`config.mk`:
```
export PLATFORM = sky130hd
export DESIGN_NAME = ship_input_decoder
export DESIGN_NICKNAME = d
export VERILOG_FILES = /design/src/rtl/ship_input_decoder.sv
export SDC_FILE = /design/constraint.sdc
export NUM_CORES = 1
export LEC_CHECK = 0
export ABC_AREA = 1
export CORE_ASPECT_RATIO = 1.75
export CORE_MARGIN = 2
export CORE_UTILIZATION = 29
export CTS_CLUSTER_SIZE = 40
export DETAILED_ROUTE_END_ITERATION = 8
export GPL_ROUTABILITY_DRIVEN = 0
export SETUP_SLACK_MARGIN = 0.2
export SLEW_MARGIN = 30
export SYNTH_ARGS = -nofsm -noshare
export SYNTH_HDL_FRONTEND = slang
export SYNTH_SLANG_ARGS = --single-unit
```
`constraint.sdc`:
```
create_clock -name clk -period 4.57 [get_ports clk]
set_input_delay 0.914 -clock clk [delete_from_list [all_inputs] [get_ports clk]]
set_output_delay 0.914 -clock clk [all_outputs]
set_load 0.02 [all_outputs]
```
`src/rtl/ship_input_decoder.sv`:
```
// rtl/ship_input_decoder.sv - PS/2 keyboard receiver mapping arrows/WASD to ship move pulses
module ship_input_decoder #(
    parameter int FILTER_LEN     = 8,
    parameter int TIMEOUT_CYCLES = 50000
) (
    input  logic       clk,
    input  logic       reset,
    input  logic       ps2_clk,
    input  logic       ps2_data,
    input  logic       frame_tick,
    output logic       move_left,
    output logic       move_right,
    output logic       move_up,
    output logic       move_down,
    output logic [3:0] key_held,
    output logic       rx_error
);
    localparam int FW = $clog2(FILTER_LEN + 1);
    localparam int TW = $clog2(TIMEOUT_CYCLES + 1);

    typedef enum logic [1:0] {IDLE, DATA, PARITY, STOP} state_t;

    logic [1:0]    clk_sync_q, clk_sync_d;
    logic [1:0]    data_sync_q, data_sync_d;
    logic          filt_q, filt_d;
    logic [FW-1:0] filt_cnt_q, filt_cnt_d;
    state_t        state_q, state_d;
    logic [2:0]    bit_cnt_q, bit_cnt_d;
    logic [7:0]    shift_q, shift_d;
    logic          parity_q, parity_d;
    logic          ext_q, ext_d;
    logic          brk_q, brk_d;
    logic [7:0]    held_q, held_d;
    logic [TW-1:0] to_cnt_q, to_cnt_d;
    logic          rx_error_q, rx_error_d;
    logic [3:0]    move_q, move_d;

    logic       fall;
    logic       bit_in;
    logic       map_hit;
    logic [2:0] map_idx;
    logic [3:0] kh;

    // held_q[3:0] are arrow keys, held_q[7:4] are WASD; both ordered {down,up,right,left}
    assign kh = held_q[3:0] | held_q[7:4];

    always_comb begin
        clk_sync_d  = {clk_sync_q[0], ps2_clk};
        data_sync_d = {data_sync_q[0], ps2_data};
        filt_d      = filt_q;
        filt_cnt_d  = '0;
        state_d     = state_q;
        bit_cnt_d   = bit_cnt_q;
        shift_d     = shift_q;
        parity_d    = parity_q;
        ext_d       = ext_q;
        brk_d       = brk_q;
        held_d      = held_q;
        to_cnt_d    = '0;
        rx_error_d  = 1'b0;
        move_d      = 4'b0000;
        fall        = 1'b0;
        bit_in      = data_sync_q[1];
        map_hit     = 1'b0;
        map_idx     = 3'd0;

        if (clk_sync_q[1] != filt_q) begin
            if (filt_cnt_q == FW'(FILTER_LEN - 1)) begin
                filt_d = clk_sync_q[1];
                fall   = filt_q;
            end else begin
                filt_cnt_d = filt_cnt_q + 1'b1;
            end
        end

        if (state_q != IDLE) begin
            to_cnt_d = to_cnt_q + 1'b1;
        end

        if (fall) begin
            to_cnt_d = '0;
            case (state_q)
                IDLE: begin
                    if (!bit_in) begin
                        state_d   = DATA;
                        bit_cnt_d = 3'd0;
                    end
                end
                DATA: begin
                    shift_d   = {bit_in, shift_q[7:1]};
                    bit_cnt_d = bit_cnt_q + 1'b1;
                    if (bit_cnt_q == 3'd7) begin
                        state_d = PARITY;
                    end
                end
                PARITY: begin
                    parity_d = bit_in;
                    state_d  = STOP;
                end
                STOP: begin
                    state_d = IDLE;
                    if (!(bit_in && (^{shift_q, parity_q}))) begin
                        rx_error_d = 1'b1;
                        ext_d      = 1'b0;
                        brk_d      = 1'b0;
                    end else if (shift_q == 8'hE0) begin
                        ext_d = 1'b1;
                    end else if (shift_q == 8'hF0) begin
                        brk_d = 1'b1;
                    end else begin
                        if (ext_q) begin
                            case (shift_q)
                                8'h6B: begin map_hit = 1'b1; map_idx = 3'd0; end
                                8'h74: begin map_hit = 1'b1; map_idx = 3'd1; end
                                8'h75: begin map_hit = 1'b1; map_idx = 3'd2; end
                                8'h72: begin map_hit = 1'b1; map_idx = 3'd3; end
                                default: ;
                            endcase
                        end else begin
                            case (shift_q)
                                8'h1C: begin map_hit = 1'b1; map_idx = 3'd4; end
                                8'h23: begin map_hit = 1'b1; map_idx = 3'd5; end
                                8'h1D: begin map_hit = 1'b1; map_idx = 3'd6; end
                                8'h1B: begin map_hit = 1'b1; map_idx = 3'd7; end
                                default: ;
                            endcase
                        end
                        if (map_hit) begin
                            held_d[map_idx] = ~brk_q;
                        end
                        ext_d = 1'b0;
                        brk_d = 1'b0;
                    end
                end
                default: state_d = IDLE;
            endcase
        end else if (state_q != IDLE && to_cnt_q == TW'(TIMEOUT_CYCLES - 1)) begin
            state_d    = IDLE;
            rx_error_d = 1'b1;
            to_cnt_d   = '0;
        end

        // Decision uses the held state registered before this edge
        if (frame_tick) begin
            move_d = {kh[3] & ~kh[2], kh[2] & ~kh[3], kh[1] & ~kh[0], kh[0] & ~kh[1]};
        end
    end

    always_ff @(posedge clk or negedge reset) begin
        if (!reset) begin
            clk_sync_q  <= 2'b11;
            data_sync_q <= 2'b11;
            filt_q      <= 1'b1;
            filt_cnt_q  <= '0;
            state_q     <= IDLE;
            bit_cnt_q   <= 3'd0;
            shift_q     <= 8'h00;
            parity_q    <= 1'b0;
            ext_q       <= 1'b0;
            brk_q       <= 1'b0;
            held_q      <= 8'h00;
            to_cnt_q    <= '0;
            rx_error_q  <= 1'b0;
            move_q      <= 4'b0000;
        end else begin
            clk_sync_q  <= clk_sync_d;
            data_sync_q <= data_sync_d;
            filt_q      <= filt_d;
            filt_cnt_q  <= filt_cnt_d;
            state_q     <= state_d;
            bit_cnt_q   <= bit_cnt_d;
            shift_q     <= shift_d;
            parity_q    <= parity_d;
            ext_q       <= ext_d;
            brk_q       <= brk_d;
            held_q      <= held_d;
            to_cnt_q    <= to_cnt_d;
            rx_error_q  <= rx_error_d;
            move_q      <= move_d;
        end
    end

    assign key_held   = kh;
    assign rx_error   = rx_error_q;
    assign move_left  = move_q[0];
    assign move_right = move_q[1];
    assign move_up    = move_q[2];
    assign move_down  = move_q[3];
endmodule

```
==> impl_metrics.csv <==
group,metric,value,unit
pwr,peakVddDrop,0.153,mV
global_route,grt_pass1_vias,2591,
timing,hold_slack,0.359,ns
worst_setup_path,critPathBufInv,2,
worst_setup_path,crit_slowest_cell,"clkdlybuf4s50_1",
layout,antennaDiodeCount,0,
floorplan,die_h,139,um
synthesis,synth_nets,417,
timing,finalSetupViolCount,0,
worst_setup_path,cpPeakStageDelay,0.53,ns
layout,final_nets,433,
clock_tree,cts-root-buf,"clkbuf_16",
job,cap_violations,0,
pwr,leakage,1.68,nW
floorplan,die-area,11300,um2
timing,rsz0062_at_grt,"no",
timing,fmax,0.429,GHz
synthesis,syn-instance-count,403,
timing,slew_headroom,61.2,%
route,wire_per_inst,11.1,um
route,drt_iter0_drc,143,
clock_tree,clkTransAtPathRegs,0.07,ns
route,dr.pass1.iters,4,
worst_setup_path,crit_path_cell_trace,"nor2_1 -> inv_1 -> clkdlybuf4s50_1",
layout,design_area,3470,um2
route,wirelength,6.07,mm
timing,tns,0,ns
synthesis,yosysWarningCount,0,
min_path,worstHoldPathType,"flip-flop to flip-flop",
clock_tree,ctsResizeCount,0,
floorplan,initial_core_util,29.6,%
worst_setup_path,critPathTopFamily,"buffers and inverters",
synthesis,avgSynthCellArea,7.53,um2
route,drc_errors,0,
global_route,grt_max_degree,40,
global_route,grt_pass1_wl,10.9,mm
timing,drv_slew,0,
worst_setup_path,cp-start-kind,"flip-flop",
clock_tree,post_cts_buffers,0,
global_route,antenna_found_initial,0,
layout,drive_gt1_share,8.81,%
timing,hold_viol_final,0,
global_route,grt.total_usage,12.1,%
route,antenna_left,0,
placement,portBuffers,13,
worst_setup_path,criticalPathCategory,"flip-flop to primary output",
timing,period_minus_slack,2.33,ns
clock_tree,clock_sinks,54,
worst_setup_path,cp_data_arrival_time,1.42,ns
synthesis,seq_area_frac_synth,44.8,%
worst_setup_path,r2r_setup_slack,2.53,ns
clock_tree,clock_path_buffers,2,
pwr,power_density,292,nW/um2
timing,fin_skew,0.00625,ns
placement,placedInstanceArea,3300,um2
clock_tree,cts_buffers,5,
synthesis,ys_async_sr_fraction,100,%
clock_tree,htreeDepth,2,
clock_tree,holdBufCountCts,0,
floorplan,rows,49,
layout,area_growth,14.5,%
worst_setup_path,endpoint_kind,"primary output",
synthesis,ys_seq_elements,54,
layout,fillers,1044,
timing,worst_pin_slew,0.581,ns
outcome,outcome,"completed",
layout,layout_common_cells,"nand2_1 (109), inv_1 (56), dfrtp_1 (49), nor2_1 (47), nand3_1 (36)",
synthesis,synth_cell_types,35,
synthesis,syn_area,3030,um2
floorplan,die_w,81.3,um
timing,post-route-period-util,51.0,%
route,dr_total_vias,2516,
route,vias_per_cell,4.60,
global_route,grt_overflow,0,
floorplan,io_pins,14,
worst_setup_path,critPathRequiredTime,3.66,ns
worst_setup_path,path_max_fanout,2,
placement,hpwl,4.61,mm
synthesis,synth_ff_type,"dfrtp_1",
clock_tree,cts_tree,"yes",
clock_tree,clk_latency,0.30,ns
layout,layout_commonest_cell,"nand2_1",
synthesis,synth_edf_count,0,
floorplan,core,10200,um2
==> kinds of logic after synthesis <==
logic type      Yosys count  synth area share (%)
mux                       1                 0.330
compound gates           36                  6.52
simple gates            235                  35.0
fa+ha+maj                 9                  3.71
xor+xnor                  4                  1.40
flops                    54                  44.8
buf+inv                  64                  8.25
==> stage by stage <==
step / std cells / worst slack (ns) / power, mW / utilization [%]
4_1_cts: 547 / 2.22 / 1.04 / 33.9
6_report: 547 / 2.24 / 1.01 / 33.9
2_1_floorplan: 403 / 2.89 / 0.552 / -
3_5_place_dp: 539 / 2.53 / 0.575 / 32.2
3_3_place_gp: 539 / 2.56 / 0.574 / 32.2
5_1_grt: 547 / 2.17 / 1.07 / 33.9
==> cell usage after synthesis, types with 2 or more instances <==
cell type / instances / share of area, %
nand2_1: 109 / 13
xor2_1: 2 / 0.58
nand4_1: 8 / 1.7
nand3_1: 36 / 5.9
a21oi_1: 7 / 1.2
nor2_1: 47 / 5.8
o21ai_0: 20 / 3.3
a31oi_1: 2 / 0.41
nor3_1: 9 / 1.5
nand3_2: 3 / 0.99
inv_1: 56 / 6.9
nor3b_1: 5 / 1.2
nand2_2: 3 / 0.62
clkbuf_1: 2 / 0.25
nor2_4: 4 / 1.5
nor4_1: 2 / 0.41
dfrtp_1: 49 / 40
o21bai_1: 2 / 0.49
buf_2: 2 / 0.33
inv_2: 3 / 0.37
nor2_2: 6 / 1.2
ha_1: 9 / 3.7
dfstp_2: 5 / 4.3
==> per-layer routing <==
layer / GRT usage, % / up-vias / share of wire [%]
li1: - / 1310 / -
met1: 12.5 / 1166 / 40
met2: 22.5 / 32 / 55
met3: 1.75 / 8 / 2.3
met4: 6.07 / 0 / 2.8
met5: 0 / - / 0
==> worst register-to-register path: cells and delay by family, from the launching register on <==
| family | cells | cell delay (ns) |
|---|---|---|
| AO/OA/AOI/OAI | 2 | 0.26 |
| adder cells (fa/ha/maj) | 1 | 0.25 |
| buffers and inverters | 2 | 0.21 |
| flip-flops | 1 | 0.38 |
| AND/OR/NAND/NOR | 4 | 0.82 |
==> path summary, 6_finish.rpt <==
kind / startpoint / to / cells after the start
setup / recovery: held_q[7]$_DFFE_PN0P_ / key_held[3] / 3
hold / removal: clk_sync_q[0]$_DFF_PN1_ / clk_sync_q[1]$_DFF_PN1_ / 0
setup reg to reg: state_q[0]$_DFFE_PN0P_ / to_cnt_q[13]$_DFF_PN0_ / 9
hold reg to reg: clk_sync_q[0]$_DFF_PN1_ / clk_sync_q[1]$_DFF_PN1_ / 0
max in group asynchronous: reset / clk_sync_q[1]$_DFF_PN1_ / 2
min in group asynchronous: reset / to_cnt_q[1]$_DFF_PN0_ / 1
==> cell type report <==
cell class	count	area [um2]	share of cell area [%]
Sequential cell	54	1360	39.1
Inverter	59	221	6.38
Timing Repair Buffer	14	133	3.82
Clock buffer	6	139	4.00
Tap cell	127	159	4.57
Multi-Input combinational cell	285	1430	41.0
Clock inverter	2	38.8	1.12
==> flip-flops by register name, summed over array words and instances (netlist names), 2 cells and up <==
signal and flops:
clk_sync_q 2, held_q 8, move_q 4, data_sync_q 2, to_cnt_q 16, bit_cnt_q 3
shift_q 8, filt_cnt_q 4, state_q 2
==> where the power goes <==
group	internal [mW]	total, mW	switching, mW
Clock	0.276	0.450	0.175
Combinational	0.0203	0.0521	0.0319
Sequential	0.498	0.511	0.0133
Total	0.794	1.01	0.220
(Power assumes the default switching activity.)
